--- src/rtl/dds_pkg.sv ---
// -----------------------------------------------------------------------------
// dds_pkg
// Shared definitions for the DDS register slave address map and its
// configuration master: register word offsets within a channel window, AXI
// burst/response encodings, the programming step sequence and the
// per-transaction FSM states.
// -----------------------------------------------------------------------------
package dds_pkg;

  // Word offsets inside one channel's 16-word window (address bits [3:0]).
  localparam logic [3:0] REG_WAVE_SEL = 4'h0;
  localparam logic [3:0] REG_FREQ     = 4'h1;  // + store slot
  localparam logic [3:0] REG_PHASE    = 4'h5;  // + store slot
  localparam logic [3:0] REG_WR_EN    = 4'h9;
  localparam logic [3:0] REG_DATA     = 4'hA;

  localparam logic [1:0] BURST_FIXED  = 2'b00;
  localparam logic [1:0] BURST_INCR   = 2'b01;

  localparam logic [1:0] RESP_OKAY    = 2'b00;
  localparam logic [1:0] RESP_SLVERR  = 2'b10;

  // Longest AXI burst the table write is split into.
  localparam int MAX_BURST = 256;

  typedef enum logic [2:0] {
    STEP_WAVE_SEL  = 3'd0,
    STEP_FREQ      = 3'd1,
    STEP_PHASE     = 3'd2,
    STEP_WR_EN_SET = 3'd3,
    STEP_DATA      = 3'd4,
    STEP_WR_EN_CLR = 3'd5
  } step_e;

  typedef enum logic [2:0] {
    ST_IDLE = 3'd0,
    ST_AW   = 3'd1,
    ST_W    = 3'd2,
    ST_B    = 3'd3,
    ST_DONE = 3'd4
  } state_e;

  // Register word offset targeted by a step.
  function automatic logic [3:0] reg_offset(step_e step, logic [1:0] store);
    logic [3:0] off;
    unique case (step)
      STEP_WAVE_SEL:  off = REG_WAVE_SEL;
      STEP_FREQ:      off = REG_FREQ + {2'b00, store};
      STEP_PHASE:     off = REG_PHASE + {2'b00, store};
      STEP_DATA:      off = REG_DATA;
      default:        off = REG_WR_EN;
    endcase
    return off;
  endfunction

endpackage

--- src/rtl/dds_cfg_master_if.sv ---
// -----------------------------------------------------------------------------
// AXI_INF
// AXI4 port bundle used between the DDS configuration master and the DDS
// register slave. CLK/RSTN travel with the bundle and are driven by the master.
//   modport M : master view (drives AW/W, B ready, read-channel tie-offs)
//   modport S : slave view
// -----------------------------------------------------------------------------
interface AXI_INF;

  logic        CLK;
  logic        RSTN;

  // Write address channel
  logic [3:0]  WR_ADDR_ID;
  logic [31:0] WR_ADDR;
  logic [7:0]  WR_ADDR_LEN;
  logic [1:0]  WR_ADDR_BURST;
  logic        WR_ADDR_VALID;
  logic        WR_ADDR_READY;

  // Write data channel
  logic [31:0] WR_DATA;
  logic        WR_DATA_LAST;
  logic        WR_DATA_VALID;
  logic        WR_DATA_READY;

  // Write response channel
  logic [1:0]  WR_BACK_RESP;
  logic        WR_BACK_VALID;
  logic        WR_BACK_READY;

  // Read channels
  logic [3:0]  RD_ADDR_ID;
  logic [31:0] RD_ADDR;
  logic [7:0]  RD_ADDR_LEN;
  logic [1:0]  RD_ADDR_BURST;
  logic        RD_ADDR_VALID;
  logic        RD_ADDR_READY;
  logic [31:0] RD_DATA;
  logic [1:0]  RD_DATA_RESP;
  logic        RD_DATA_LAST;
  logic        RD_DATA_VALID;
  logic        RD_DATA_READY;

  modport M (
    output CLK, RSTN,
    output WR_ADDR_ID, WR_ADDR, WR_ADDR_LEN, WR_ADDR_BURST, WR_ADDR_VALID,
    input  WR_ADDR_READY,
    output WR_DATA, WR_DATA_LAST, WR_DATA_VALID,
    input  WR_DATA_READY,
    input  WR_BACK_RESP, WR_BACK_VALID,
    output WR_BACK_READY,
    output RD_ADDR_ID, RD_ADDR, RD_ADDR_LEN, RD_ADDR_BURST, RD_ADDR_VALID,
    output RD_DATA_READY
  );

  modport S (
    input  CLK, RSTN,
    input  WR_ADDR_ID, WR_ADDR, WR_ADDR_LEN, WR_ADDR_BURST, WR_ADDR_VALID,
    output WR_ADDR_READY,
    input  WR_DATA, WR_DATA_LAST, WR_DATA_VALID,
    output WR_DATA_READY,
    output WR_BACK_RESP, WR_BACK_VALID,
    input  WR_BACK_READY,
    input  RD_ADDR_ID, RD_ADDR, RD_ADDR_LEN, RD_ADDR_BURST, RD_ADDR_VALID,
    output RD_ADDR_READY,
    output RD_DATA, RD_DATA_RESP, RD_DATA_LAST, RD_DATA_VALID,
    input  RD_DATA_READY
  );

endinterface

--- src/rtl/dds_cfg_master.sv ---
// -----------------------------------------------------------------------------
// dds_cfg_master
// AXI write master that programs one DDS channel. A single accepted command is
// turned into the ordered write sequence
//   wave_sel, freq_ctrl, phase_ctrl, wr_enable=1, table data (FIXED bursts),
//   wr_enable=0
// with the last three steps skipped when no table is supplied.
//
// Ports
//   clk, DDS_SLAVE_RSTN_SYNC   clock, asynchronous active-low reset
//   cmd_*                      command handshake and fields
//   smp_valid/ready/data       table sample stream (passed straight to W)
//   busy, done, err, err_resp  sequence status
//   AXI_M                      AXI master port (read channel tied off)
// -----------------------------------------------------------------------------
module dds_cfg_master
  import dds_pkg::*;
#(
  parameter int          CHANNEL_NUM = 2,
  parameter logic [31:0] BASE_ADDR   = 32'h4000_0000,
  parameter logic [3:0]  AXI_ID      = 4'h0,
  parameter int          LEN_W       = 13
) (
  input  logic             clk,
  input  logic             DDS_SLAVE_RSTN_SYNC,

  input  logic             cmd_valid,
  output logic             cmd_ready,
  input  logic [3:0]       cmd_channel,
  input  logic [1:0]       cmd_store,
  input  logic [31:0]      cmd_freq,
  input  logic [31:0]      cmd_phase,
  input  logic [LEN_W-1:0] cmd_wave_len,

  input  logic             smp_valid,
  output logic             smp_ready,
  input  logic [31:0]      smp_data,

  output logic             busy,
  output logic             done,
  output logic             err,
  output logic [1:0]       err_resp,

  AXI_INF.M                AXI_M
);

  localparam logic [4:0] CH_LIMIT = 5'(CHANNEL_NUM);

  state_e           state_q, state_d;
  step_e            step_q, step_d;
  logic [3:0]       chan_q, chan_d;
  logic [1:0]       store_q, store_d;
  logic [31:0]      freq_q, freq_d;
  logic [31:0]      phase_q, phase_d;
  logic [LEN_W-1:0] remaining_q, remaining_d;
  logic [7:0]       beat_q, beat_d;
  logic [7:0]       len_q, len_d;
  logic             err_q, err_d;
  logic [1:0]       err_resp_q, err_resp_d;

  logic        aw_valid;
  logic [7:0]  aw_len;
  logic        w_valid;
  logic        w_last;
  logic        w_hs;
  logic [31:0] w_data;
  logic        resp_bad;
  step_e       nxt_step;
  logic        nxt_valid;

  // Burst length for the current step: table data is chopped into bursts of
  // at most MAX_BURST beats; every register write is a single beat.
  assign aw_len = (step_q != STEP_DATA)             ? 8'd0 :
                  (remaining_q > LEN_W'(MAX_BURST)) ? 8'(MAX_BURST - 1) :
                                                      8'(remaining_q - LEN_W'(1));

  assign aw_valid = (state_q == ST_AW);
  // Register steps always have their data on hand; the table step waits on
  // the sample stream.
  assign w_valid  = (state_q == ST_W) && ((step_q != STEP_DATA) || smp_valid);
  assign w_last   = (beat_q == len_q);
  assign w_hs     = w_valid && AXI_M.WR_DATA_READY;

  always_comb begin
    w_data = 32'h0;
    unique case (step_q)
      STEP_WAVE_SEL:  w_data = {30'h0, store_q};
      STEP_FREQ:      w_data = freq_q;
      STEP_PHASE:     w_data = phase_q;
      STEP_WR_EN_SET: w_data = 32'h1;
      STEP_DATA:      w_data = smp_data;
      default:        w_data = 32'h0;
    endcase
  end

  always_comb begin
    // NOTE: every signal assigned here gets its default first, so no path
    // through the case leaves one unassigned and no latch is inferred.
    state_d     = state_q;
    step_d      = step_q;
    chan_d      = chan_q;
    store_d     = store_q;
    freq_d      = freq_q;
    phase_d     = phase_q;
    remaining_d = remaining_q;
    beat_d      = beat_q;
    len_d       = len_q;
    err_d       = err_q;
    err_resp_d  = err_resp_q;
    resp_bad    = 1'b0;
    nxt_step    = step_q;
    nxt_valid   = 1'b0;

    unique case (state_q)
      ST_IDLE: begin
        if (cmd_valid && cmd_ready) begin
          chan_d      = cmd_channel;
          store_d     = cmd_store;
          freq_d      = cmd_freq;
          phase_d     = cmd_phase;
          remaining_d = cmd_wave_len;
          step_d      = STEP_WAVE_SEL;
          err_d       = 1'b0;
          err_resp_d  = RESP_OKAY;
          if ({1'b0, cmd_channel} >= CH_LIMIT) begin
            // Out-of-range channel: finish immediately without touching AXI.
            err_d      = 1'b1;
            err_resp_d = RESP_SLVERR;
            state_d    = ST_DONE;
          end else begin
            state_d = ST_AW;
          end
        end
      end

      ST_AW: begin
        if (AXI_M.WR_ADDR_READY) begin
          len_d   = aw_len;
          beat_d  = 8'd0;
          state_d = ST_W;
        end
      end

      ST_W: begin
        if (w_hs) begin
          beat_d = beat_q + 8'd1;
          if (step_q == STEP_DATA) begin
            remaining_d = remaining_q - LEN_W'(1);
          end
          if (w_last) begin
            state_d = ST_B;
          end
        end
      end

      ST_B: begin
        if (AXI_M.WR_BACK_VALID) begin
          resp_bad = (AXI_M.WR_BACK_RESP != RESP_OKAY);
          if (resp_bad && !err_q) begin
            err_d      = 1'b1;
            err_resp_d = AXI_M.WR_BACK_RESP;
          end
          // Once wr_enable has been set it is always cleared again, even if a
          // later write fails, so the slave is never left in write mode.
          unique case (step_q)
            STEP_WAVE_SEL: begin
              nxt_step  = STEP_FREQ;
              nxt_valid = !resp_bad;
            end
            STEP_FREQ: begin
              nxt_step  = STEP_PHASE;
              nxt_valid = !resp_bad;
            end
            STEP_PHASE: begin
              nxt_step  = STEP_WR_EN_SET;
              nxt_valid = !resp_bad && (remaining_q != '0);
            end
            STEP_WR_EN_SET: begin
              nxt_step  = resp_bad ? STEP_WR_EN_CLR : STEP_DATA;
              nxt_valid = 1'b1;
            end
            STEP_DATA: begin
              nxt_step  = (resp_bad || (remaining_q == '0)) ? STEP_WR_EN_CLR : STEP_DATA;
              nxt_valid = 1'b1;
            end
            default: begin
              nxt_step  = step_q;
              nxt_valid = 1'b0;
            end
          endcase
          step_d  = nxt_step;
          state_d = nxt_valid ? ST_AW : ST_DONE;
        end
      end

      ST_DONE: state_d = ST_IDLE;

      default: state_d = ST_IDLE;
    endcase
  end

  always_ff @(posedge clk or negedge DDS_SLAVE_RSTN_SYNC) begin
    if (!DDS_SLAVE_RSTN_SYNC) begin
      state_q     <= ST_IDLE;
      step_q      <= STEP_WAVE_SEL;
      chan_q      <= '0;
      store_q     <= '0;
      freq_q      <= '0;
      phase_q     <= '0;
      remaining_q <= '0;
      beat_q      <= '0;
      len_q       <= '0;
      err_q       <= 1'b0;
      err_resp_q  <= RESP_OKAY;
    end else begin
      // NOTE: state registers use non-blocking assignments so every flop
      // samples the values from before this edge, independent of order.
      state_q     <= state_d;
      step_q      <= step_d;
      chan_q      <= chan_d;
      store_q     <= store_d;
      freq_q      <= freq_d;
      phase_q     <= phase_d;
      remaining_q <= remaining_d;
      beat_q      <= beat_d;
      len_q       <= len_d;
      err_q       <= err_d;
      err_resp_q  <= err_resp_d;
    end
  end

  // Status. Reset gates cmd_ready so nothing is accepted while held in reset.
  assign cmd_ready = (state_q == ST_IDLE) && DDS_SLAVE_RSTN_SYNC;
  assign busy      = (state_q == ST_AW) || (state_q == ST_W) || (state_q == ST_B);
  assign done      = (state_q == ST_DONE);
  assign err       = err_q;
  assign err_resp  = err_resp_q;
  assign smp_ready = (state_q == ST_W) && (step_q == STEP_DATA) && AXI_M.WR_DATA_READY;

  // AXI write channels
  assign AXI_M.CLK           = clk;
  assign AXI_M.RSTN          = DDS_SLAVE_RSTN_SYNC;
  assign AXI_M.WR_ADDR_ID    = AXI_ID;
  assign AXI_M.WR_ADDR       = BASE_ADDR + {24'h0, chan_q, reg_offset(step_q, store_q)};
  assign AXI_M.WR_ADDR_LEN   = aw_len;
  assign AXI_M.WR_ADDR_BURST = (step_q == STEP_DATA) ? BURST_FIXED : BURST_INCR;
  assign AXI_M.WR_ADDR_VALID = aw_valid;
  assign AXI_M.WR_DATA       = w_data;
  assign AXI_M.WR_DATA_LAST  = (state_q == ST_W) && w_last;
  assign AXI_M.WR_DATA_VALID = w_valid;
  assign AXI_M.WR_BACK_READY = (state_q == ST_B);

  // Read channel is unused
  assign AXI_M.RD_ADDR_ID    = AXI_ID;
  assign AXI_M.RD_ADDR       = 32'h0;
  assign AXI_M.RD_ADDR_LEN   = 8'h0;
  assign AXI_M.RD_ADDR_BURST = BURST_INCR;
  assign AXI_M.RD_ADDR_VALID = 1'b0;
  assign AXI_M.RD_DATA_READY = 1'b1;

endmodule

--- src/flat_wrapper.sv ---
// flat-port wrapper written by rule: the top's interface ports become plain ports
module dds_cfg_master_flat import dds_pkg::*;
#(
  parameter int          CHANNEL_NUM = 2,
  parameter logic [31:0] BASE_ADDR   = 32'h4000_0000,
  parameter logic [3:0]  AXI_ID      = 4'h0,
  parameter int          LEN_W       = 13
)
  (clk, DDS_SLAVE_RSTN_SYNC, cmd_valid, cmd_ready, cmd_channel, cmd_store, cmd_freq, cmd_phase, cmd_wave_len, smp_valid, smp_ready, smp_data, busy, done, err, err_resp, AXI_M_CLK, AXI_M_RSTN, AXI_M_WR_ADDR_ID, AXI_M_WR_ADDR, AXI_M_WR_ADDR_LEN, AXI_M_WR_ADDR_BURST, AXI_M_WR_ADDR_VALID, AXI_M_WR_ADDR_READY, AXI_M_WR_DATA, AXI_M_WR_DATA_LAST, AXI_M_WR_DATA_VALID, AXI_M_WR_DATA_READY, AXI_M_WR_BACK_RESP, AXI_M_WR_BACK_VALID, AXI_M_WR_BACK_READY, AXI_M_RD_ADDR_ID, AXI_M_RD_ADDR, AXI_M_RD_ADDR_LEN, AXI_M_RD_ADDR_BURST, AXI_M_RD_ADDR_VALID, AXI_M_RD_DATA_READY);
  AXI_INF AXI_M_i ();
  input  logic clk;
  input  logic DDS_SLAVE_RSTN_SYNC;
  input  logic cmd_valid;
  output logic cmd_ready;
  input  logic [3:0] cmd_channel;
  input  logic [1:0] cmd_store;
  input  logic [31:0] cmd_freq;
  input  logic [31:0] cmd_phase;
  input  logic [LEN_W-1:0] cmd_wave_len;
  input  logic smp_valid;
  output logic smp_ready;
  input  logic [31:0] smp_data;
  output logic busy;
  output logic done;
  output logic err;
  output logic [1:0] err_resp;
  output wire logic [$bits(AXI_M_i.CLK)-1:0] AXI_M_CLK;
  output wire logic [$bits(AXI_M_i.RSTN)-1:0] AXI_M_RSTN;
  output wire logic [$bits(AXI_M_i.WR_ADDR_ID)-1:0] AXI_M_WR_ADDR_ID;
  output wire logic [$bits(AXI_M_i.WR_ADDR)-1:0] AXI_M_WR_ADDR;
  output wire logic [$bits(AXI_M_i.WR_ADDR_LEN)-1:0] AXI_M_WR_ADDR_LEN;
  output wire logic [$bits(AXI_M_i.WR_ADDR_BURST)-1:0] AXI_M_WR_ADDR_BURST;
  output wire logic [$bits(AXI_M_i.WR_ADDR_VALID)-1:0] AXI_M_WR_ADDR_VALID;
  input wire logic [$bits(AXI_M_i.WR_ADDR_READY)-1:0] AXI_M_WR_ADDR_READY;
  output wire logic [$bits(AXI_M_i.WR_DATA)-1:0] AXI_M_WR_DATA;
  output wire logic [$bits(AXI_M_i.WR_DATA_LAST)-1:0] AXI_M_WR_DATA_LAST;
  output wire logic [$bits(AXI_M_i.WR_DATA_VALID)-1:0] AXI_M_WR_DATA_VALID;
  input wire logic [$bits(AXI_M_i.WR_DATA_READY)-1:0] AXI_M_WR_DATA_READY;
  input wire logic [$bits(AXI_M_i.WR_BACK_RESP)-1:0] AXI_M_WR_BACK_RESP;
  input wire logic [$bits(AXI_M_i.WR_BACK_VALID)-1:0] AXI_M_WR_BACK_VALID;
  output wire logic [$bits(AXI_M_i.WR_BACK_READY)-1:0] AXI_M_WR_BACK_READY;
  output wire logic [$bits(AXI_M_i.RD_ADDR_ID)-1:0] AXI_M_RD_ADDR_ID;
  output wire logic [$bits(AXI_M_i.RD_ADDR)-1:0] AXI_M_RD_ADDR;
  output wire logic [$bits(AXI_M_i.RD_ADDR_LEN)-1:0] AXI_M_RD_ADDR_LEN;
  output wire logic [$bits(AXI_M_i.RD_ADDR_BURST)-1:0] AXI_M_RD_ADDR_BURST;
  output wire logic [$bits(AXI_M_i.RD_ADDR_VALID)-1:0] AXI_M_RD_ADDR_VALID;
  output wire logic [$bits(AXI_M_i.RD_DATA_READY)-1:0] AXI_M_RD_DATA_READY;
  assign AXI_M_CLK = AXI_M_i.CLK;
  assign AXI_M_RSTN = AXI_M_i.RSTN;
  assign AXI_M_WR_ADDR_ID = AXI_M_i.WR_ADDR_ID;
  assign AXI_M_WR_ADDR = AXI_M_i.WR_ADDR;
  assign AXI_M_WR_ADDR_LEN = AXI_M_i.WR_ADDR_LEN;
  assign AXI_M_WR_ADDR_BURST = AXI_M_i.WR_ADDR_BURST;
  assign AXI_M_WR_ADDR_VALID = AXI_M_i.WR_ADDR_VALID;
  assign AXI_M_i.WR_ADDR_READY = AXI_M_WR_ADDR_READY;
  assign AXI_M_WR_DATA = AXI_M_i.WR_DATA;
  assign AXI_M_WR_DATA_LAST = AXI_M_i.WR_DATA_LAST;
  assign AXI_M_WR_DATA_VALID = AXI_M_i.WR_DATA_VALID;
  assign AXI_M_i.WR_DATA_READY = AXI_M_WR_DATA_READY;
  assign AXI_M_i.WR_BACK_RESP = AXI_M_WR_BACK_RESP;
  assign AXI_M_i.WR_BACK_VALID = AXI_M_WR_BACK_VALID;
  assign AXI_M_WR_BACK_READY = AXI_M_i.WR_BACK_READY;
  assign AXI_M_RD_ADDR_ID = AXI_M_i.RD_ADDR_ID;
  assign AXI_M_RD_ADDR = AXI_M_i.RD_ADDR;
  assign AXI_M_RD_ADDR_LEN = AXI_M_i.RD_ADDR_LEN;
  assign AXI_M_RD_ADDR_BURST = AXI_M_i.RD_ADDR_BURST;
  assign AXI_M_RD_ADDR_VALID = AXI_M_i.RD_ADDR_VALID;
  assign AXI_M_RD_DATA_READY = AXI_M_i.RD_DATA_READY;
  dds_cfg_master #(.CHANNEL_NUM(CHANNEL_NUM), .BASE_ADDR(BASE_ADDR), .AXI_ID(AXI_ID), .LEN_W(LEN_W)) u_core (.clk(clk), .DDS_SLAVE_RSTN_SYNC(DDS_SLAVE_RSTN_SYNC), .cmd_valid(cmd_valid), .cmd_ready(cmd_ready), .cmd_channel(cmd_channel), .cmd_store(cmd_store), .cmd_freq(cmd_freq), .cmd_phase(cmd_phase), .cmd_wave_len(cmd_wave_len), .smp_valid(smp_valid), .smp_ready(smp_ready), .smp_data(smp_data), .busy(busy), .done(done), .err(err), .err_resp(err_resp), .AXI_M(AXI_M_i));
endmodule
--- config.mk ---
export PLATFORM = sky130hd
export DESIGN_NAME = dds_cfg_master_flat
export DESIGN_NICKNAME = d
export VERILOG_FILES = /design/src/rtl/dds_pkg.sv /design/src/rtl/dds_cfg_master_if.sv /design/src/rtl/dds_cfg_master.sv /design/src/flat_wrapper.sv
export SDC_FILE = /design/constraint.sdc
export NUM_CORES = 1
export LEC_CHECK = 0
export ABC_AREA = 1
export BUFFER_PORTS_ARGS = -buffer_cell sky130_fd_sc_hd__buf_2
export CORE_ASPECT_RATIO = 1.1
export CORE_MARGIN = 10
export CORE_UTILIZATION = 40
export DETAILED_ROUTE_END_ITERATION = 12
export GPL_TIMING_DRIVEN = 0
export PLACE_DENSITY = 0.76
export REMOVE_ABC_BUFFERS = 1
export SETUP_SLACK_MARGIN = 0.2
export SYNTH_ARGS = -nofsm -noshare
export SYNTH_HDL_FRONTEND = slang
export SYNTH_SLANG_ARGS = --single-unit
--- constraint.sdc ---
create_clock -name clk -period 3.17 [get_ports clk]
set_input_delay 0.7925 -clock clk [delete_from_list [all_inputs] [get_ports clk]]
set_output_delay 0.7925 -clock clk [all_outputs]
set_load 0.01 [all_outputs]
==> results of run 1 <==
-- cells by family after synthesis --
group / after synthesis
flops: 108
fa+ha+maj: 3
other cells: 2
mux: 8
buf+inv: 221
simple gates: 296
xor+xnor: 15
compound gates: 156
-- flip-flops by register name, indices dropped and copies added, names as in the netlist --
| name | count |
|---|---|
| u_core.len_q | 8 |
| u_core.beat_q | 8 |
| u_core.remaining_q | 13 |
| u_core.state_q | 3 |
| u_core.step_q | 3 |
| u_core.phase_q | 32 |
| u_core.chan_q | 4 |
| u_core.err | 1 |
| u_core.store_q | 2 |
| u_core.freq_q | 32 |
| u_core.err_resp | 2 |
-- cell usage after synthesis --
master                      count  area (sq um)
sky130_fd_sc_hd__nor2_2         1          6.26
sky130_fd_sc_hd__nor3_1         2          10.0
sky130_fd_sc_hd__conb_1         2          7.51
sky130_fd_sc_hd__nor2_4         1          11.3
sky130_fd_sc_hd__o21ai_1       11          55.1
sky130_fd_sc_hd__nand4_1        4          25.0
sky130_fd_sc_hd__xnor2_1       10          87.6
sky130_fd_sc_hd__and2_1         2          12.5
sky130_fd_sc_hd__o21ai_0       91           455
sky130_fd_sc_hd__a31o_2         1          8.76
sky130_fd_sc_hd__inv_2          3          11.3
sky130_fd_sc_hd__o221ai_1      30           263
sky130_fd_sc_hd__o2111ai_1      2          17.5
sky130_fd_sc_hd__nand3_1       24           120
sky130_fd_sc_hd__a21oi_1       16          80.1
sky130_fd_sc_hd__a21o_1         1          7.51
sky130_fd_sc_hd__nor3_4         1          16.3
sky130_fd_sc_hd__o31ai_1        3          22.5
sky130_fd_sc_hd__nor2_1        36           135
sky130_fd_sc_hd__xor2_1         5          43.8
sky130_fd_sc_hd__o21ai_2        1          8.76
sky130_fd_sc_hd__nand3_4        1          17.5
sky130_fd_sc_hd__buf_2          7          35.0
sky130_fd_sc_hd__buf_6          1          11.3
sky130_fd_sc_hd__inv_4          1          6.26
sky130_fd_sc_hd__dfrtp_1      108          2700
sky130_fd_sc_hd__clkinv_1       1          3.75
sky130_fd_sc_hd__or2_2          2          12.5
sky130_fd_sc_hd__mux2_1         4          45.0
sky130_fd_sc_hd__clkbuf_1      16          60.1
sky130_fd_sc_hd__inv_1        107           402
sky130_fd_sc_hd__nor3_2         1          10.0
sky130_fd_sc_hd__buf_4         85           638
sky130_fd_sc_hd__nand2_1      220           826
sky130_fd_sc_hd__mux2_2         4          45.0
sky130_fd_sc_hd__ha_1           3          37.5
sky130_fd_sc_hd__nand3_2        1          10.0
-- layer usage --
metal	part of all wire, %	track usage [%]
met3	11	7.92
met2	50	29.3
met5	0.15	0
met4	1.5	6.26
met1	38	19.1
-- cell type report --
class                           count  area [sq um]  area share (%)
Timing Repair Buffer              199          1130            14.8
Inverter                          112           437            5.70
Timing Repair inverter              2          13.8           0.180
Sequential cell                   108          2710            35.3
Multi-Input combinational cell    556          2750            36.0
Antenna cell                        1          2.50          0.0327
Tap cell                          196           245            3.20
Clock inverter                      6          62.6           0.817
Clock buffer                       13           305            3.99
-- path summary, 6_finish.rpt --
| check | startpoint | end | slack [ps] |
|---|---|---|---|
| max | u_core.step_q[2] | AXI_M_WR_DATA[11] | 280 |
| min | DDS_SLAVE_RSTN_SYNC | u_core.remaining_q[3] | 270 |
| max reg2reg | u_core.state_q[0] | u_core.chan_q[0] | 1060 |
| min reg2reg | u_core.remaining_q[12] | u_core.remaining_q[12] | 480 |
| max in group asynchronous | DDS_SLAVE_RSTN_SYNC | u_core.store_q[0] | 2240 |
| min in group clk | u_core.remaining_q[12] | u_core.remaining_q[12] | 480 |
-- worst max-delay path: cells and delay by family (launching register included) --
family,cells,cell delay (ps)
AOI/OAI and AO/OA,1,280
and+or+nand+nor,2,280
DFF,1,450
buffers and inverters,4,610
-- where the power goes --
part | total [mW] | leakage, nW | switching (mW) | internal [mW]
clock | 1.30 | 0.181 | 0.586 | 0.717
combinational | 2.74 | 2.56 | 1.75 | 0.987
sequential | 2.29 | 1.35 | 0.304 | 1.99
-- metrics by stage --
stage | setup WS, ps | hold slack, ps | power [mW] | utilization (%) | instances
2_1_floorplan | -1620 | 441 | 4.00 | - | 775
3_3_place_gp | -5650 | 458 | 4.84 | 45.8 | 1156
3_5_place_dp | 22.6 | 470 | 4.94 | 46.8 | 1162
4_1_cts | 179 | 288 | 6.34 | 49.9 | 1189
5_1_grt | 207 | 310 | 6.90 | 50.3 | 1192
6_report | 283 | 271 | 6.33 | 50.3 | 1193
-- what timing repair did --
item,CTS,global route
buffers inserted,7,2
gates resized for setup,18,10
pin swaps,2,3
cloned,2,1
endpoints found under the setup margin,45,37
==> flow_summary.rst, run 1 <==
.. list-table::
   :header-rows: 1

   * - Metric
     - Value
   * - Yosys synthesis warning count
     - 0
   * - Required time at the worst-slack endpoint
     - 2380 ps
   * - Final period util
     - 91.1%
   * - Total standard cell area after synthesis
     - 6270 sq um
   * - 1st-pass router iterations
     - 5
   * - Synthesized netlist cell count
     - approximately 810
   * - Post-route clock skew
     - around 7.7 ps
   * - Clock transition at the registers of the reported paths
     - ~70 ps
   * - Hold-fix buffer count after cts
     - 0
   * - Worst-case reg-to-reg path depth
     - 7
   * - Port Buffer Count
     - 185
   * - Total number of vias
     - approximately 5600
   * - Final std cell area, no fill
     - around 7700 sq um
   * - Total wire length
     - between 15000 and 20000 um
   * - Flip-flop and latch count after synthesis
     - about 110
   * - Die width
     - roughly 140 um
   * - Number of failing setup endpoints in the final timing report
     - 0
   * - Unrepaired setup endpoints after global routing
     - false
   * - Effective utilization at floorplan
     - around two fifths
   * - Drt drc
     - 0
   * - Parity-gate share of the synthesized area counting xor and xnor cells
     - under 10%
   * - Worst hold-check path type
     - input port to async pin
   * - TNS Setup
     - 0 ps
   * - Filler cell count in the final layout
     - 1515
   * - Kind of end point of the critical path
     - output pin
   * - Worst-Margin Slew
     - between 500 and 600 ps
   * - Syn_area_per_cell
     - around 7.7 sq um
   * - Crit path cell chain
     - inv_4 > nand2_1 > nor2_4 > clkinvlp_4 > buf_4 > o221ai_1 > buf_2
   * - Number of primary I/O pins
     - roughly 260
   * - Commonest non-fill, non-tap cell in the layout
     - sky130_fd_sc_hd__nand2_1
   * - Vias in the first global route
     - ~5800
   * - Post-synthesis share of cell area spent on full adders, half adders and majority gates
     - less than 1%
   * - Area share of and/or/nand/nor cells after synthesis
     - between 10% and 20%
   * - Delay contributed by the slowest stage of the critical path
     - around 450 ps
   * - Post-layout min period
     - around 2900 ps
   * - Hold violation total from the final report
     - 0
   * - Placed wire-length estimate after detailed placement
     - approximately 14000 um
   * - Dominant combinational cell family by area after synthesis
     - simple AND/OR/NAND/NOR gates
   * - Critical path class
     - register to output pin
   * - P per Cell Area
     - ~830 nW/um^2
   * - Leakage power
     - approximately 4.1 nW
   * - Number of max-slew violations in the final report
     - 0
   * - Number of maximum-capacitance constraint violations
     - 0
   * - Die Ht
     - ~150 um
   * - Post-DR wirelength/cell
     - about 16 um
   * - Post-detailed-placement cell area
     - 7130 sq um
   * - Arrival time reported for the critical path endpoint
     - about 2100 ps
   * - Weighted congestion at the end of routability-driven global placement
     - between 0.8 and 0.9
   * - Grt total ovfl
     - 0
   * - CTS tree
     - built
   * - Result of the run
     - finished, final reports clean
   * - Std-Cell Rows
     - 47
   * - Wire length of the first global-routing pass
     - 29600 um
   * - Net count of the finished layout
     - 1119
   * - Area growth, synth to finish
     - 22.2%
   * - Number of library cell types mapped by synthesis
     - 37
   * - Critical Path Fanout Max
     - 15
   * - Slew Limit Headroom
     - 64.6%
   * - Post-detailed-route via-to-cell ratio
     - 4.73
   * - Compound-cell area share of the yosys netlist
     - approximately 15%
   * - Slowest library cell on the worst path
     - sky130_fd_sc_hd__dfrtp_2
   * - Total routing resource utilization after global routing
     - between 10% and 20%
   * - IR Drop Worst-Case VDD
     - between 0.5 and 0.6 mV
   * - Number of antenna violations at the first check in global routing
     - 3
   * - Placeable core area
     - between 15000 and 20000 sq um
   * - Clock latency on the worst-skew pair
     - 460 ps
   * - Antenna-violating nets left
     - 0
   * - Area of the die
     - ~21000 sq um
   * - Violation count after the first detailed-route iteration
     - about 370
   * - Timing-limited maximum frequency
     - 0.346 GHz
   * - Post-synthesis sequential area ratio
     - a little over two fifths
   * - Proportion of synthesized area in mux cells
     - under 10%
   * - Pin count of the biggest net entering global routing
     - 58
   * - Share of final-layout standard cells stronger than drive strength 1
     - between 20% and 30%
   * - Top library cells by usage in the layout, fill and taps aside
     - sky130_fd_sc_hd__nand2_1, sky130_fd_sc_hd__buf_2, sky130_fd_sc_hd__dfrtp_1
   * - Kind of start point of the critical path
     - register
(Power assumes the default switching activity.)
==> inputs of run 2 (changes only) <==
Settings changed: ABC_AREA 1 to unset.
==> flow_summary.rst, run 2 <==
.. list-table::
   :header-rows: 1

   * - Metric
     - Value
   * - Grt total ovfl
     - 0 (unchanged)
   * - Die width
     - 138 um (-0.64%)
   * - Area of the multi-input gates
     - 3090 sq um (+12%)
   * - Worst-case hold slack
     - 210 ps (-61.1 ps)
   * - Antenna-violating nets left
     - 0 (unchanged)
   * - Synthesized netlist cell count
     - 628 (-22%)
   * - Number of library cell types mapped by synthesis
     - 55 (+49%)
   * - Total routing resource utilization after global routing
     - 17.4% (-0.053 points)
   * - IR Drop Worst-Case VDD
     - 0.458 mV (-23%)
   * - Placed wire-length estimate after detailed placement
     - 13400 um (-3.9%)
   * - Cell accounting for the most synthesized area
     - sky130_fd_sc_hd__dfrtp_1
   * - Port Buffer Count
     - 185 (unchanged)
   * - Cell types occupying the most area after synthesis
     - sky130_fd_sc_hd__dfrtp_1, sky130_fd_sc_hd__mux2_2, sky130_fd_sc_hd__buf_4
   * - Leakage power
     - 3.70 nW (-9.4%)
   * - Util after Layout
     - 51.5% (+1.2 points)
   * - Violation count after the first detailed-route iteration
     - 179 (-51%)
   * - Worst hold-check path type
     - input port to async pin
   * - Number of failing setup endpoints in the final timing report
     - 8 (+8)
   * - Vias in the first global route
     - 5467 (-5.4%)
   * - Critical path class
     - register to output pin
   * - Filler cell count in the final layout
     - 1387 (-8.4%)
   * - FF-to-FF Start
     - u_core.state_q[2]
   * - Required time at the worst-slack endpoint
     - 2380 ps (about the same)
   * - Weighted congestion at the end of routability-driven global placement
     - 0.854 (about the same)
   * - Yosys synthesis warning count
     - 0 (unchanged)
   * - Arrival time reported for the critical path endpoint
     - 2600 ps (+510 ps)
   * - Wire length of the first global-routing pass
     - 29000 um (-1.9%)
   * - Total wire length
     - 18800 um (-1.1%)
   * - Biggest registers after layout
     - u_core.freq_q x32, u_core.phase_q x32, u_core.remaining_q x13
   * - Top library cells by usage in the layout, fill and taps aside
     - sky130_fd_sc_hd__buf_2, sky130_fd_sc_hd__dfrtp_1, sky130_fd_sc_hd__mux2_2
   * - Hold violation total from the final report
     - 0 (unchanged)
   * - Std-Cell Rows
     - 47 (unchanged)
   * - Commonest register cell after synthesis
     - sky130_fd_sc_hd__dfrtp_1
   * - Area of the die
     - 20800 sq um (-1.3%)
   * - Number of max-slew violations in the final report
     - 0 (unchanged)
   * - Worst-Margin Slew
     - 1270 ps (+735 ps)
   * - Post-synthesis sequential area ratio
     - 43.8% (+0.65 points)
   * - Commonest non-fill, non-tap cell in the layout
     - sky130_fd_sc_hd__buf_2
   * - Final std cell area, no fill
     - 7780 sq um (+1.6%)
   * - Ant diodes
     - 0 (-1)
   * - Clock transition at the registers of the reported paths
     - 70 ps (about the same)
   * - Clock latency on the worst-skew pair
     - 470 ps (about the same)
   * - Post-DR wirelength/cell
     - 18.4 um (+15%)
   * - Syn_area_per_cell
     - 9.83 sq um (+27%)
   * - Placeable core area
     - 15100 sq um (-0.77%)
   * - Number of flops mapped to enable cells by yosys
     - 0 (unchanged)
   * - Area used by sequential logic in the layout
     - 2710 sq um (+0.32%)
   * - Proportion of synthesized flip-flops having asynchronous set or reset
     - 100% (unchanged)
   * - Total standard cell area after synthesis
     - 6170 sq um (-1.5%)
   * - Result of the run
     - finished, violations left
   * - Post-detailed-placement cell area
     - 7050 sq um (-1.0%)
   * - Die Ht
     - 150 um (-0.64%)
   * - Commonest cells in the netlist
     - sky130_fd_sc_hd__dfrtp_1, sky130_fd_sc_hd__buf_4, sky130_fd_sc_hd__mux2_2, sky130_fd_sc_hd__nand2_1, sky130_fd_sc_hd__o21ai_0
   * - Flip-flop and latch count after synthesis
     - 108 (unchanged)
   * - Number of maximum-capacitance constraint violations
     - 0 (unchanged)
   * - Kind of end point of the critical path
     - output pin
   * - 1st-pass router iterations
     - 5 (unchanged)
   * - Slew Limit Headroom
     - 15.2% (-49 points)
   * - Kind of start point of the critical path
     - register
   * - Critical Path Fanout Max
     - 5 (-10)
   * - Area share of the leading cell type in the synthesized netlist
     - 43.8% (+0.65 points)
   * - CTS tree
     - built
   * - Timing-limited maximum frequency
     - 0.295 GHz (-15%)
   * - Hold-fix buffer count after cts
     - 0 (unchanged)
   * - Crit path launch
     - u_core.remaining_q[1]
   * - Total number of vias
     - 5175 (-8.4%)
   * - Most numerous cell in the Yosys netlist
     - sky130_fd_sc_hd__dfrtp_1
   * - Post-layout min period
     - 3390 ps (+501 ps)
   * - Violated checks
     - setup timing
   * - Effective utilization at floorplan
     - 40.9% (-0.29 points)
   * - Drt drc
     - 0 (unchanged)
   * - Post-route clock skew
     - 11.2 ps (+3.47 ps)
   * - Pin count of the biggest net entering global routing
     - 79 (+36%)
   * - Number of primary I/O pins
     - 263 (unchanged)
   * - Final period util
     - 107% (+16 points)
   * - Number of antenna violations at the first check in global routing
     - 1 (-2)
   * - P per Cell Area
     - 729 nW/um^2 (-12%)
   * - Area growth, synth to finish
     - 26.0%
   * - Post-detailed-route via-to-cell ratio
     - 5.04 (+6.5%)
   * - Net count of the finished layout
     - 954 (-15%)
   * - Unrepaired setup endpoints after global routing
     - true
   * - Share of final-layout standard cells stronger than drive strength 1
     - 42.0% (+17 points)
   * - PnR worst setup slack
     - -218 ps (-501 ps)
## run 2: cell families (layout without fill, tap and decap cells)
| kind of cell | Yosys count | count (layout) | synth area share, % |
|---|---|---|---|
| other cells | 2 | 77 | 0.122 |
| compound gates | 144 | 144 | 14.4 |
| mux | 80 | 80 | 14.5 |
| xor+xnor | 19 | 19 | 2.70 |
| buf+inv | 127 | 253 | 12.7 |
| flops | 108 | 108 | 43.8 |
| fa+ha+maj | 3 | 3 | 0.608 |
| simple gates | 145 | 147 | 11.1 |
## run 2: path summary, 6_finish.rpt
check | to | slack [ps] | depth (start not counted)
max | AXI_M_WR_ADDR_LEN[5] | -220 | 8
min | u_core.remaining_q[10] | 210 | 1
max reg2reg | u_core.remaining_q[2] | 460 | 4
min reg2reg | u_core.chan_q[0] | 510 | 1
max in group asynchronous | u_core.step_q[0] | 2260 | 2
min in group clk | u_core.chan_q[0] | 510 | 1
## run 2: what timing repair did
item,4_1_cts,5_1_grt
cloned,1,1
gates resized for setup,20,9
setup buffers,17,13
pin swaps,6,3
setup endpoints to repair,61,38
## run 2: area by class of cell
cell class / count / area share [%]
Sequential cell: 108 / 34.9
Inverter: 12 / 0.579
Clock buffer: 13 / 3.92
Multi-Input combinational cell: 470 / 39.7
Timing Repair Buffer: 222 / 17.1
Tap cell: 196 / 3.15
Clock inverter: 6 / 0.724
## run 2: stage by stage
stage	instances	TNS (ps)	setup slack, ps	power [mW]
3_3_place_gp	969	-663900	-6910	4.15
3_5_place_dp	977	-11450	-498	4.24
5_1_grt	1027	-2190	-290	6.05
6_report	1027	-1620	-218	5.67
4_1_cts	1013	-1510	-214	5.63
2_1_floorplan	588	-181760	-2320	3.58
## run 2: power breakdown
part	switching (mW)	leakage, nW	internal, mW
logic	0.948	2.22	1.02
registers	0.447	1.30	1.96
clock network	0.582	0.177	0.715
total	1.98	3.70	3.69
## run 2: layer usage
layer	vias to the layer above	share of wire, %	wire [um]	GRT usage, %
met5	-	0	0	0
met4	0	1.6	307	7.07
met3	20	12	2210	8.66
met2	234	48	9110	28.6
met1	2467	38	7210	18.8
li1	2454	-	-	-
## run 2: critical path, cell delays in order, from the launching register on
cell and delay [ps]:
sky130_fd_sc_hd__dfrtp_1 390, sky130_fd_sc_hd__inv_2 80, sky130_fd_sc_hd__ha_4 130, sky130_fd_sc_hd__or4b_4 460
sky130_fd_sc_hd__or4_4 460, sky130_fd_sc_hd__a21oi_4 220, sky130_fd_sc_hd__buf_6 150, sky130_fd_sc_hd__a21oi_2 70
sky130_fd_sc_hd__buf_2 170
==> inputs of run 3 (changes only) <==
Settings changed: CTS_BUF_LIST set to sky130_fd_sc_hd__clkbuf_8, SETUP_SLACK_MARGIN 0.2 to unset.
==> flow_summary.rst, run 3 (synthesis gave the netlist of run 2 again) <==
.. list-table::
   :header-rows: 1

   * - Metric
     - Value
   * - Number of primary I/O pins
     - 263 (unchanged)
   * - Number of failing setup endpoints in the final timing report
     - 8 (unchanged)
   * - Global routing met3 resource utilization
     - 8.60% (-0.063 points)
   * - Area of the die
     - 20800 sq um (unchanged)
   * - Kind of start point of the critical path
     - register
   * - Worst reg-to-reg setup slack
     - 440 ps (-20 ps)
   * - Placeable core area
     - 15100 sq um (unchanged)
   * - Violated checks
     - setup timing
   * - Grt total ovfl
     - 0 (unchanged)
   * - Worst-case hold slack
     - 178 ps (-32.0 ps)
   * - Arrival time reported for the critical path endpoint
     - 2620 ps (+20 ps)
   * - Worst-case reg-to-reg path depth
     - 5 (+1)
   * - Final period util
     - 108% (+0.92 points)
   * - 1st-pass router iterations
     - 4 (-1)
   * - Std-Cell Rows
     - 47 (unchanged)
   * - Post-route clock skew
     - 17.3 ps (+6.16 ps)
   * - Die Ht
     - 150 um (unchanged)
   * - Required time at the worst-slack endpoint
     - 2380 ps (about the same)
   * - Filler cell count in the final layout
     - 1418 (+2.2%)
   * - Slew Limit Headroom
     - 20.2% (+5.0 points)
   * - Endpoint of the most critical register-to-register path
     - u_core.remaining_q[2]
   * - Met2 track utilization from global routing
     - 28.0% (-0.64 points)
   * - Clock transition at the registers of the reported paths
     - 120 ps (+50 ps)
   * - Effective utilization at floorplan
     - 40.9% (unchanged)
   * - Post-detailed-route via-to-cell ratio
     - 5.04 (about the same)
   * - Critical path class
     - register to output pin
   * - Commonest non-fill, non-tap cell in the layout
     - sky130_fd_sc_hd__buf_2
   * - Number of antenna violations at the first check in global routing
     - 1 (unchanged)
   * - Weighted congestion at the end of routability-driven global placement
     - 0.854 (unchanged)
   * - Worst hold-check path type
     - input port to async pin
   * - Area growth, synth to finish
     - 22.5%
   * - Timing-limited maximum frequency
     - 0.293 GHz (-0.85%)
   * - P per Cell Area
     - 695 nW/um^2 (-4.7%)
   * - Die width
     - 138 um (unchanged)
   * - Critical Path Fanout Max
     - 5 (unchanged)
   * - Post-layout min period
     - 3420 ps (+29.1 ps)
   * - Share of final-layout standard cells stronger than drive strength 1
     - 40.5% (-1.5 points)
   * - Drt drc
     - 0 (unchanged)
   * - Number of maximum-capacitance constraint violations
     - 0 (unchanged)
   * - Top library cells by usage in the layout, fill and taps aside
     - sky130_fd_sc_hd__buf_2, sky130_fd_sc_hd__dfrtp_1, sky130_fd_sc_hd__mux2_2
   * - Wire length of the first global-routing pass
     - 28700 um (-1.1%)
   * - Number of max-slew violations in the final report
     - 0 (unchanged)
   * - Violation count after the first detailed-route iteration
     - 233 (+30%)
   * - Result of the run
     - finished, violations left
   * - Hold violation total from the final report
     - 0 (unchanged)
   * - Total number of vias
     - 5118 (-1.1%)
   * - Worst-Margin Slew
     - 1190 ps (-74.7 ps)
   * - Port Buffer Count
     - 185 (unchanged)
   * - Antenna-violating nets left
     - 0 (unchanged)
   * - FF-to-FF Start
     - u_core.state_q[1]
   * - Leakage power
     - 3.59 nW (-3.2%)
   * - Met1 track demand over resource
     - 18.8% (+0.028 points)
   * - Total routing resource utilization after global routing
     - 17.2% (-0.19 points)
   * - Global routing's busiest layer
     - met2
   * - Kind of end point of the critical path
     - output pin
   * - Vias in the first global route
     - 5383 (-1.5%)
   * - Placed wire-length estimate after detailed placement
     - 13400 um (unchanged)
   * - IR Drop Worst-Case VDD
     - 0.433 mV (-5.5%)
   * - CTS tree
     - built
   * - Unrepaired setup endpoints after global routing
     - true
   * - Total wire length
     - 18400 um (-2.5%)
   * - Clock latency on the worst-skew pair
     - 500 ps (+30 ps)
   * - Ant diodes
     - 0 (unchanged)
   * - Biggest registers after layout
     - u_core.freq_q x32, u_core.phase_q x32, u_core.remaining_q x13
   * - Worst slack after detailed placement
     - -498 ps (unchanged)
   * - Pin count of the biggest net entering global routing
     - 79 (unchanged)
   * - PnR worst setup slack
     - -247 ps (-29.1 ps)
   * - Net count of the finished layout
     - 942 (-1.3%)
   * - Post-DR wirelength/cell
     - 18.1 um (-1.4%)
[run 3: changes by cell type in the layout (fill, tap and decap cells not counted), sizes merged]
cell | previous run | this run
buf | 223 | 212
nor2 | 37 | 36
[run 3: area by class of cell]
cell class	instances	area (sq um)	share of cell area (%)
well taps	196	245	3.24
flip-flops and latches	108	2710	35.8
inverters	12	45.0	0.595
clock inverters	6	56.3	0.744
multi-input cells	469	3070	40.5
clock buffers	13	170	2.25
repair buffers	211	1270	16.8
[run 3: how the worst max path moves through the flow]
stage / from / endpoint / slack [ps] / cells past startpoint
2_1_floorplan: u_core.state_q[1] / u_core.remaining_q[1] / -2320 / 5
5_1_grt: u_core.remaining_q[0] / AXI_M_WR_ADDR_LEN[3] / -360 / 8
3_3_place_gp: DDS_SLAVE_RSTN_SYNC / u_core.remaining_q[1] / -6910 / 6
4_1_cts: u_core.remaining_q[1] / AXI_M_WR_ADDR_LEN[0] / -260 / 8
6_report: u_core.remaining_q[1] / AXI_M_WR_ADDR_LEN[3] / -250 / 8
3_5_place_dp: u_core.step_q[2] / AXI_M_WR_ADDR_LEN[4] / -500 / 5
[run 3: report_power, final]
| group | total [mW] | internal [mW] | leakage (nW) | switching, mW |
|---|---|---|---|---|
| combinational | 1.92 | 0.995 | 2.17 | 0.921 |
| sequential | 2.40 | 1.96 | 1.30 | 0.448 |
| clock | 0.935 | 0.388 | 0.115 | 0.547 |
[run 3: layer usage]
| metal | up-vias | part of all wire [%] |
|---|---|---|
| li1 | 2431 | - |
| met1 | 2434 | 38 |
| met2 | 236 | 48 |
| met3 | 17 | 13 |
| met4 | 0 | 1.4 |
| met5 | - | 0 |
[run 3: stage by stage]
stage / total power, mW / utilization, % / area, sq um / instances / setup TNS, ps
2_1_floorplan: 3.58 / - / 5720 / 588 / -181760
3_3_place_gp: 4.15 / 45.6 / 6890 / 969 / -663900
3_5_place_dp: 4.24 / 46.7 / 7050 / 977 / -11450
4_1_cts: 5.27 / 49.7 / 7510 / 1012 / -1880
5_1_grt: 5.63 / 50.1 / 7560 / 1015 / -2640
6_report: 5.26 / 50.1 / 7560 / 1015 / -1770
[run 3: timing repair]
action	CTS	global route
gates resized for setup	15	5
pin swaps	5	1
buffers inserted	16	3
hold endpoints to repair	0	0
hold buffers	0	0
endpoints found under the setup margin	56	19
gates cloned	1	0
[run 3: critical path: stages (launching register included)]
cell	delay (ps)
sky130_fd_sc_hd__dfrtp_1	400
sky130_fd_sc_hd__inv_2	80
sky130_fd_sc_hd__ha_4	130
sky130_fd_sc_hd__or4b_4	460
sky130_fd_sc_hd__or4_4	460
sky130_fd_sc_hd__a21oi_4	220
sky130_fd_sc_hd__buf_6	140
sky130_fd_sc_hd__a21oi_1	80
sky130_fd_sc_hd__buf_2	180
